===== src/rtl/altr_hps_rst_seq_pkg.sv =====
// Shared definitions for the staged reset release sequencer.
package altr_hps_rst_seq_pkg;

  localparam int unsigned DEF_NUM_OUT  = 4;
  localparam int unsigned DEF_DLY_W    = 8;
  localparam int unsigned DEF_STEP_DLY = 16;

  // Encoding 2'b11 is unused and recovers to StWarm.
  typedef enum logic [1:0] {
    StSeq  = 2'b00,
    StDone = 2'b01,
    StWarm = 2'b10
  } seq_state_e;

endpackage


===== src/rtl/altr_hps_mux21.sv =====
// Two-input mux cell used for the scan bypass of each reset output.
module altr_hps_mux21 (
  input  logic mux_in0,
  input  logic mux_in1,
  input  logic mux_sel,
  output logic mux_out
);

  assign mux_out = mux_sel ? mux_in1 : mux_in0;

endmodule


===== src/rtl/altr_hps_rst_seq.sv =====
// Releases NUM_OUT active-low resets one at a time, STEP_DLY cycles apart,
// with a warm-reset request that re-asserts them all and a scan bypass.
module altr_hps_rst_seq
  import altr_hps_rst_seq_pkg::*;
#(
  parameter int unsigned NUM_OUT  = DEF_NUM_OUT,
  parameter int unsigned DLY_W    = DEF_DLY_W,
  parameter int unsigned STEP_DLY = DEF_STEP_DLY
) (
  input  logic               clk,
  input  logic               i_rst_n,
  input  logic               scan_mode,
  input  logic               warm_rst_req,
  output logic [NUM_OUT-1:0] o_rst_n,
  output logic               o_seq_done
);

  localparam int unsigned IDX_W = (NUM_OUT > 1) ? $clog2(NUM_OUT) : 1;
  localparam logic [DLY_W-1:0] CNT_MAX  = DLY_W'(STEP_DLY - 1);
  localparam logic [IDX_W-1:0] IDX_LAST = IDX_W'(NUM_OUT - 1);

  seq_state_e         state;
  logic [DLY_W-1:0]   cnt;
  logic [IDX_W-1:0]   idx;
  logic [NUM_OUT-1:0] rel;
  logic               seq_done;

  always_ff @(posedge clk or negedge i_rst_n) begin
    if (!i_rst_n) begin
      state    <= StSeq;
      cnt      <= '0;
      idx      <= '0;
      rel      <= '0;
      seq_done <= 1'b0;
    end else begin
      case (state)
        StSeq: begin
          // A warm request beats a release scheduled on the same edge.
          if (warm_rst_req) begin
            state    <= StWarm;
            cnt      <= '0;
            idx      <= '0;
            rel      <= '0;
            seq_done <= 1'b0;
          end else if (cnt == CNT_MAX) begin
            rel[idx] <= 1'b1;
            cnt      <= '0;
            if (idx == IDX_LAST) begin
              state    <= StDone;
              seq_done <= 1'b1;
            end else begin
              idx <= idx + IDX_W'(1);
            end
          end else begin
            cnt <= cnt + DLY_W'(1);
          end
        end
        StDone: begin
          if (warm_rst_req) begin
            state    <= StWarm;
            cnt      <= '0;
            idx      <= '0;
            rel      <= '0;
            seq_done <= 1'b0;
          end
        end
        StWarm: begin
          cnt      <= '0;
          idx      <= '0;
          rel      <= '0;
          seq_done <= 1'b0;
          if (!warm_rst_req) begin
            state <= StSeq;
          end
        end
        default: begin
          state    <= StWarm;
          cnt      <= '0;
          idx      <= '0;
          rel      <= '0;
          seq_done <= 1'b0;
        end
      endcase
    end
  end

  assign o_seq_done = seq_done;

  for (genvar k = 0; k < NUM_OUT; k++) begin : g_scan_mux
    altr_hps_mux21 u_mux (
      .mux_in0 (rel[k]),
      .mux_in1 (i_rst_n),
      .mux_sel (scan_mode),
      .mux_out (o_rst_n[k])
    );
  end

endmodule

===== config.mk =====
export PLATFORM = sky130hd
export DESIGN_NAME = altr_hps_rst_seq
export DESIGN_NICKNAME = d
export VERILOG_FILES = /design/src/rtl/altr_hps_rst_seq_pkg.sv /design/src/rtl/altr_hps_mux21.sv /design/src/rtl/altr_hps_rst_seq.sv
export SDC_FILE = /design/constraint.sdc
export NUM_CORES = 1
export LEC_CHECK = 0
export ABC_AREA = 0
export BUFFER_PORTS_ARGS = -buffer_cell sky130_fd_sc_hd__buf_4
export CAP_MARGIN = 15
export CORE_MARGIN = 4
export CORE_UTILIZATION = 55
export DETAILED_ROUTE_END_ITERATION = 8
export PLACE_DENSITY_LB_ADDON = 0.3
export SETUP_SLACK_MARGIN = 0.5
export SLEW_MARGIN = 30
export SYNTH_ARGS = -nofsm -noshare
export SYNTH_HDL_FRONTEND = slang
export SYNTH_SLANG_ARGS = --single-unit

===== constraint.sdc =====
create_clock -name clk -period 2.1 [get_ports clk]
set_input_delay 0.42 -clock clk [delete_from_list [all_inputs] [get_ports clk]]
set_output_delay 0.42 -clock clk [all_outputs]
set_load 0.02 [all_outputs]

Word level (Yosys, flattened, before mapping):

Cells that the tools add are included.

* $add $sub $neg: 2
* multipliers: 0
* divide/modulo/power cells: 0
* magnitude comparators: 2
* eq/ne operators: 9
* shifts and indexed selects: 0
* muxes and demuxes: 30
* bitwise gates (word level): 1
* reduce and logical (&&, ||, !) cells: 6

Operators by type and width (number)
* 8-bit two-way mux: 3
* 2-bit two-way mux: 9
* 8-bit case mux with 2 select lines: 1
* 4-bit two-way mux: 3
* 1-bit two-way mux: 9
* 3-bit inequality test, second input constant: 3
* 8-bit by 1-bit adder with 8-bit output, second input constant: 1
* 8-bit by 4-bit equality test with 1-bit output, second input constant: 1
* 4-bit case mux with 2 select lines: 1
* 2-bit case mux with 3 select lines: 1
* 3-bit AND reduction: 2
* 2-bit equality test, second input constant: 2
* 2-bit inequality test, second input constant: 2
* 4-bit OR: 1
* 2-bit case mux with 2 select lines: 1
* 4-bit AND reduction: 1
* 2-bit by 3-bit less-than comparator with 1-bit output, second input constant: 1
* 2-bit by 1-bit adder with 2-bit output, second input constant: 1
* 1-bit demux with 2-bit select: 1
* 2-bit by 1-bit equality test with 1-bit output, second input constant: 1
* 2-bit by 1-bit >= comparator with 1-bit output, second input constant: 1
* 2-bit zero test: 1
* 1-bit case mux with 2 select lines: 1
* 2-bit AND reduction: 1
* 1-bit logical AND: 1

* register bits after elaboration: 17
* latch bits: 0
* RAM bits: 0
* memory bits (read-only): 0
* bits of input ports: 4
* output and inout bits: 5
* memories: 0

Longest topological paths before layout:

* word-level depth: 8
* mapped depth: 5
* mapped depth without buffers: 5

Modules after synthesis:

From an unflattened synthesis, not the netlist that was laid out.

* cell total of the unflattened synthesis: 82
* area, all modules: 922.1 µm²

By module, submodules not included
* altr_hps_rst_seq: instances 1, cells an instance 78, area an instance 862.1 µm², sequential area each 425.4 µm²
* altr_hps_mux21: instances 4, cells an instance 1, area an instance 15.0 µm², sequential area each 0.0 µm²

Least setup slack after synthesis:

OpenSTA, ideal clock, no wires.

* kind: register -> register
* start: reg cnt[4]
* end: reg idx[1]
* setup time: 0.132 ns
* arrival time: 1.407 ns
* required time: 1.968 ns
* path slack: 0.562 ns
* stages on the path, launching flop included: 5
* buffers on the path: 0
* path through: dfrtp_1 -> or4_4 -> nor3_4 -> mux2i_1 -> nor2_1

* word-level cells in the longest chain between the ends: 3

RTL lines
* start, declared: RTL line altr_hps_rst_seq.sv:23 `logic [DLY_W-1:0] cnt;`
* start signal, assigned: RTL line altr_hps_rst_seq.sv:55 `cnt <= cnt + DLY_W'(1);`
* 8-bit by 4-bit equality test with 1-bit output: RTL line altr_hps_rst_seq.sv:45 `end else if (cnt == CNT_MAX) begin`
* 3-bit inequality test (no source line)
* 3-bit AND reduction (no source line)
* end signal, assigned: RTL line altr_hps_rst_seq.sv:52 `idx <= idx + IDX_W'(1);`
* end, declared: RTL line altr_hps_rst_seq.sv:24 `logic [IDX_W-1:0] idx;`

No other way between the ends.
A chain may end at the register's enable or synchronous reset.

Worst setup path after layout:

Ends and elaborated chain as after synthesis.

==> reports/summary.txt <==
Clock Path Buffers = 2
layout cells sized above 1 = 19.0%
global route overflow = 0
Fmax = 619 MHz
post-synth top area share = 46.9%
Initial Utilization = 59.5%
Top Layer Used = met4
XOR/XNOR Fraction of Synth Area = 2.90%
startpoint types = flip-flop
ys flop type = dfrtp_1
final net count = 115
Final Skew = 0.0109 ns
synth top area cells = dfrtp_1 (47%), ha_1 (6.9%), nor2_1 (6.2%)
Die H = 48.6 µm
cell row count = 14
Slew Limit Fails = 0
Cell Area, Placed = 946 µm²
WL/cell = 14.9 µm
asr flop ratio synth = 100%
vias per cell = 5.92
Die Width = 48.6 µm
fin area = 0.00102 mm²
initial antenna violation count = 0
Yosys reg bits = 17
Hold Vio Cnt, Final = 0
Antenna Cells = 0
slew margin rel. = 49.8%
global-route wire length before repair = 3030 µm
Port Buffers = 8
Total GRT Usage = 16.1%
wl on met1 = 760 µm
Warnings, synthesis = 0
Post-synth top cells = dfrtp_1 (17), nor2_1 (15), a21oi_1 (8)
Period minus WS final = 1.62 ns
post-synthesis compound-gate area fraction = 13.1%
CTS tree = yes
status = complete, no violations
area leader, netlist = dfrtp_1
H-tree levels = 1
total number of vias = 716
core area = 0.00152 mm²
WP data required = 2.28 ns
VDD IR-drop max = 0.000428 V
fin crit share = 77.0%
Finish-stage setup viols = 0
area growth from synthesis to layout = 13.0%
IO Count = 9
Distinct cells, synth = 28
CTS Root Cell = clkbuf_4
RSZ-0062 raised after global routing = true
TNS Setup = 0 ns
Gate Count Post-Synth = 96
number of global-route vias before repair = 727
mux cell area share after synthesis = 2.21%
Synth Area in Simple Gates = 19.7%
gpl congestion = 0.805
WL final = 1800 µm
ANT nets after route = 0
top-count cell post-synth = dfrtp_1
largest family of logic cells by synthesized area = simple AND/OR/NAND/NOR gates
Num CTS Buffers = 3
Post-Syn Area = 907 µm²
WL met3 = 104 µm
largest net degree at the start of global routing = 18
critical path peak fanout = 7
Clock Sinks = 17
post-DP HPWL = 1240 µm
post-synthesis adder-cell area fraction = 6.90%
WS Path Type = reg -> reg
clock-pin slew on the worst setup and hold paths = 0.10 ns
drt pass-1 iters = 4
syn_nets = 105
clk_lat worst skew = 0.30 ns
fin util = 67.2%
met2 wire length = 857 µm
Post-synth EDFFs = 0
syn avg cell area = 9.45 µm²
Leakage = 0.446 nW
Worst setup EP type = flip-flop
type of the most critical hold path = in -> reg
drc violations = 0
Power Density = 538 mW/mm²
sequential area share after synthesis = 46.9%
Initial DRC Count = 21
Worst Max-Slew Pin Slew = 0.751 ns
die area = 0.00236 mm²
Worst Path Arrival = 1.80 ns
max_cap viols = 0
-- per-layer routing --
metal / vias to the layer above / track usage (%)
li1: 342 / -
met1: 342 / 18.1
met2: 24 / 25.7
met3: 8 / 3.99
met4: 0 / 12.6
met5: - / 0
-- repair_timing --
| item | in CTS | in global routing |
|---|---|---|
| endpoints found under the setup margin | 8 | 8 |
| resized for setup | 4 | 2 |
| gates cloned | 0 | 0 |
| hold buffers | 1 | 0 |
| endpoints found under the hold margin | 17 | 0 |
| setup buffers | 2 | 0 |
| pin swaps | 1 | 1 |
-- where the power goes --
part / internal (mW) / switching, mW / leakage (nW)
combinational: 0.0169 / 0.0265 / 0.199
sequential: 0.330 / 0.00248 / 0.233
clock: 0.0740 / 0.101 / 0.0150
total: 0.421 / 0.130 / 0.446
-- cells by family (layout without fill, tap and decap cells) --
group / count (synthesis) / after routing
multiplexers: 2 / 2
buffers and inverters: 14 / 23
XOR/XNOR: 3 / 3
adder cells (fa/ha/maj): 5 / 5
flip-flops: 17 / 17
AND/OR/NAND/NOR: 34 / 34
AO/OA/AOI/OAI: 21 / 21
-- flip-flops by register name (all words and copies together) (netlist names) --
name,cells
cnt,8
state,2
o_seq_done,1
rel,4
idx,2
-- placed cells by master (no fill, tap or decap), types with 2 or more instances in the layout --
master / count
nor3_1: 2
a21oi_1: 8
dfrtp_1: 16
inv_1: 7
a31oi_1: 2
nor2_1: 14
clkbuf_4: 3
a21o_1: 2
nand3_1: 2
nand2_1: 4
ha_1: 5
buf_4: 11
xnor2_1: 3
o21ai_0: 7
mux2i_1: 2
-- through the flow --
stage	power (mW)	setup slack, ns	hold slack, ns	instances
finish	0.551	0.484	0.323	121
global route	0.575	0.427	0.322	121
CTS	0.555	0.507	0.313	121
detailed placement	0.380	0.383	0.301	114
global placement	0.379	0.390	0.299	114
floorplan	0.363	0.562	0.124	96
-- worst max-delay path, cell delays in order, from the launching register on --
cell and delay, ns:
dfrtp_2 0.46, or4_4 0.59, nor3_4 0.17, mux2i_1 0.22
nor2_1 0.05
-- path summary, 6_finish.rpt --
path                         startpoint  endpoint  slack (ns)  cells past startpoint
max                              cnt[4]    idx[1]        0.48                      4
min                        warm_rst_req  state[1]        0.32                      2
max reg2reg                      cnt[4]    idx[1]        0.48                      4
min reg2reg                    state[1]  state[1]        0.50                      1
max in group asynchronous       i_rst_n    cnt[4]        0.87                      2
min in group asynchronous       i_rst_n    cnt[6]        0.72                      2
-- layout make-up --
type,instances,area (µm²)
Clock buffer,4,26.3
Fill cell,126,499
Multi-Input combinational cell,65,433
Sequential cell,17,427
Inverter,7,26.3
Tap cell,16,20.0
Timing Repair Buffer,12,92.6
No activity file was read; power rests on OpenSTA's default activity.
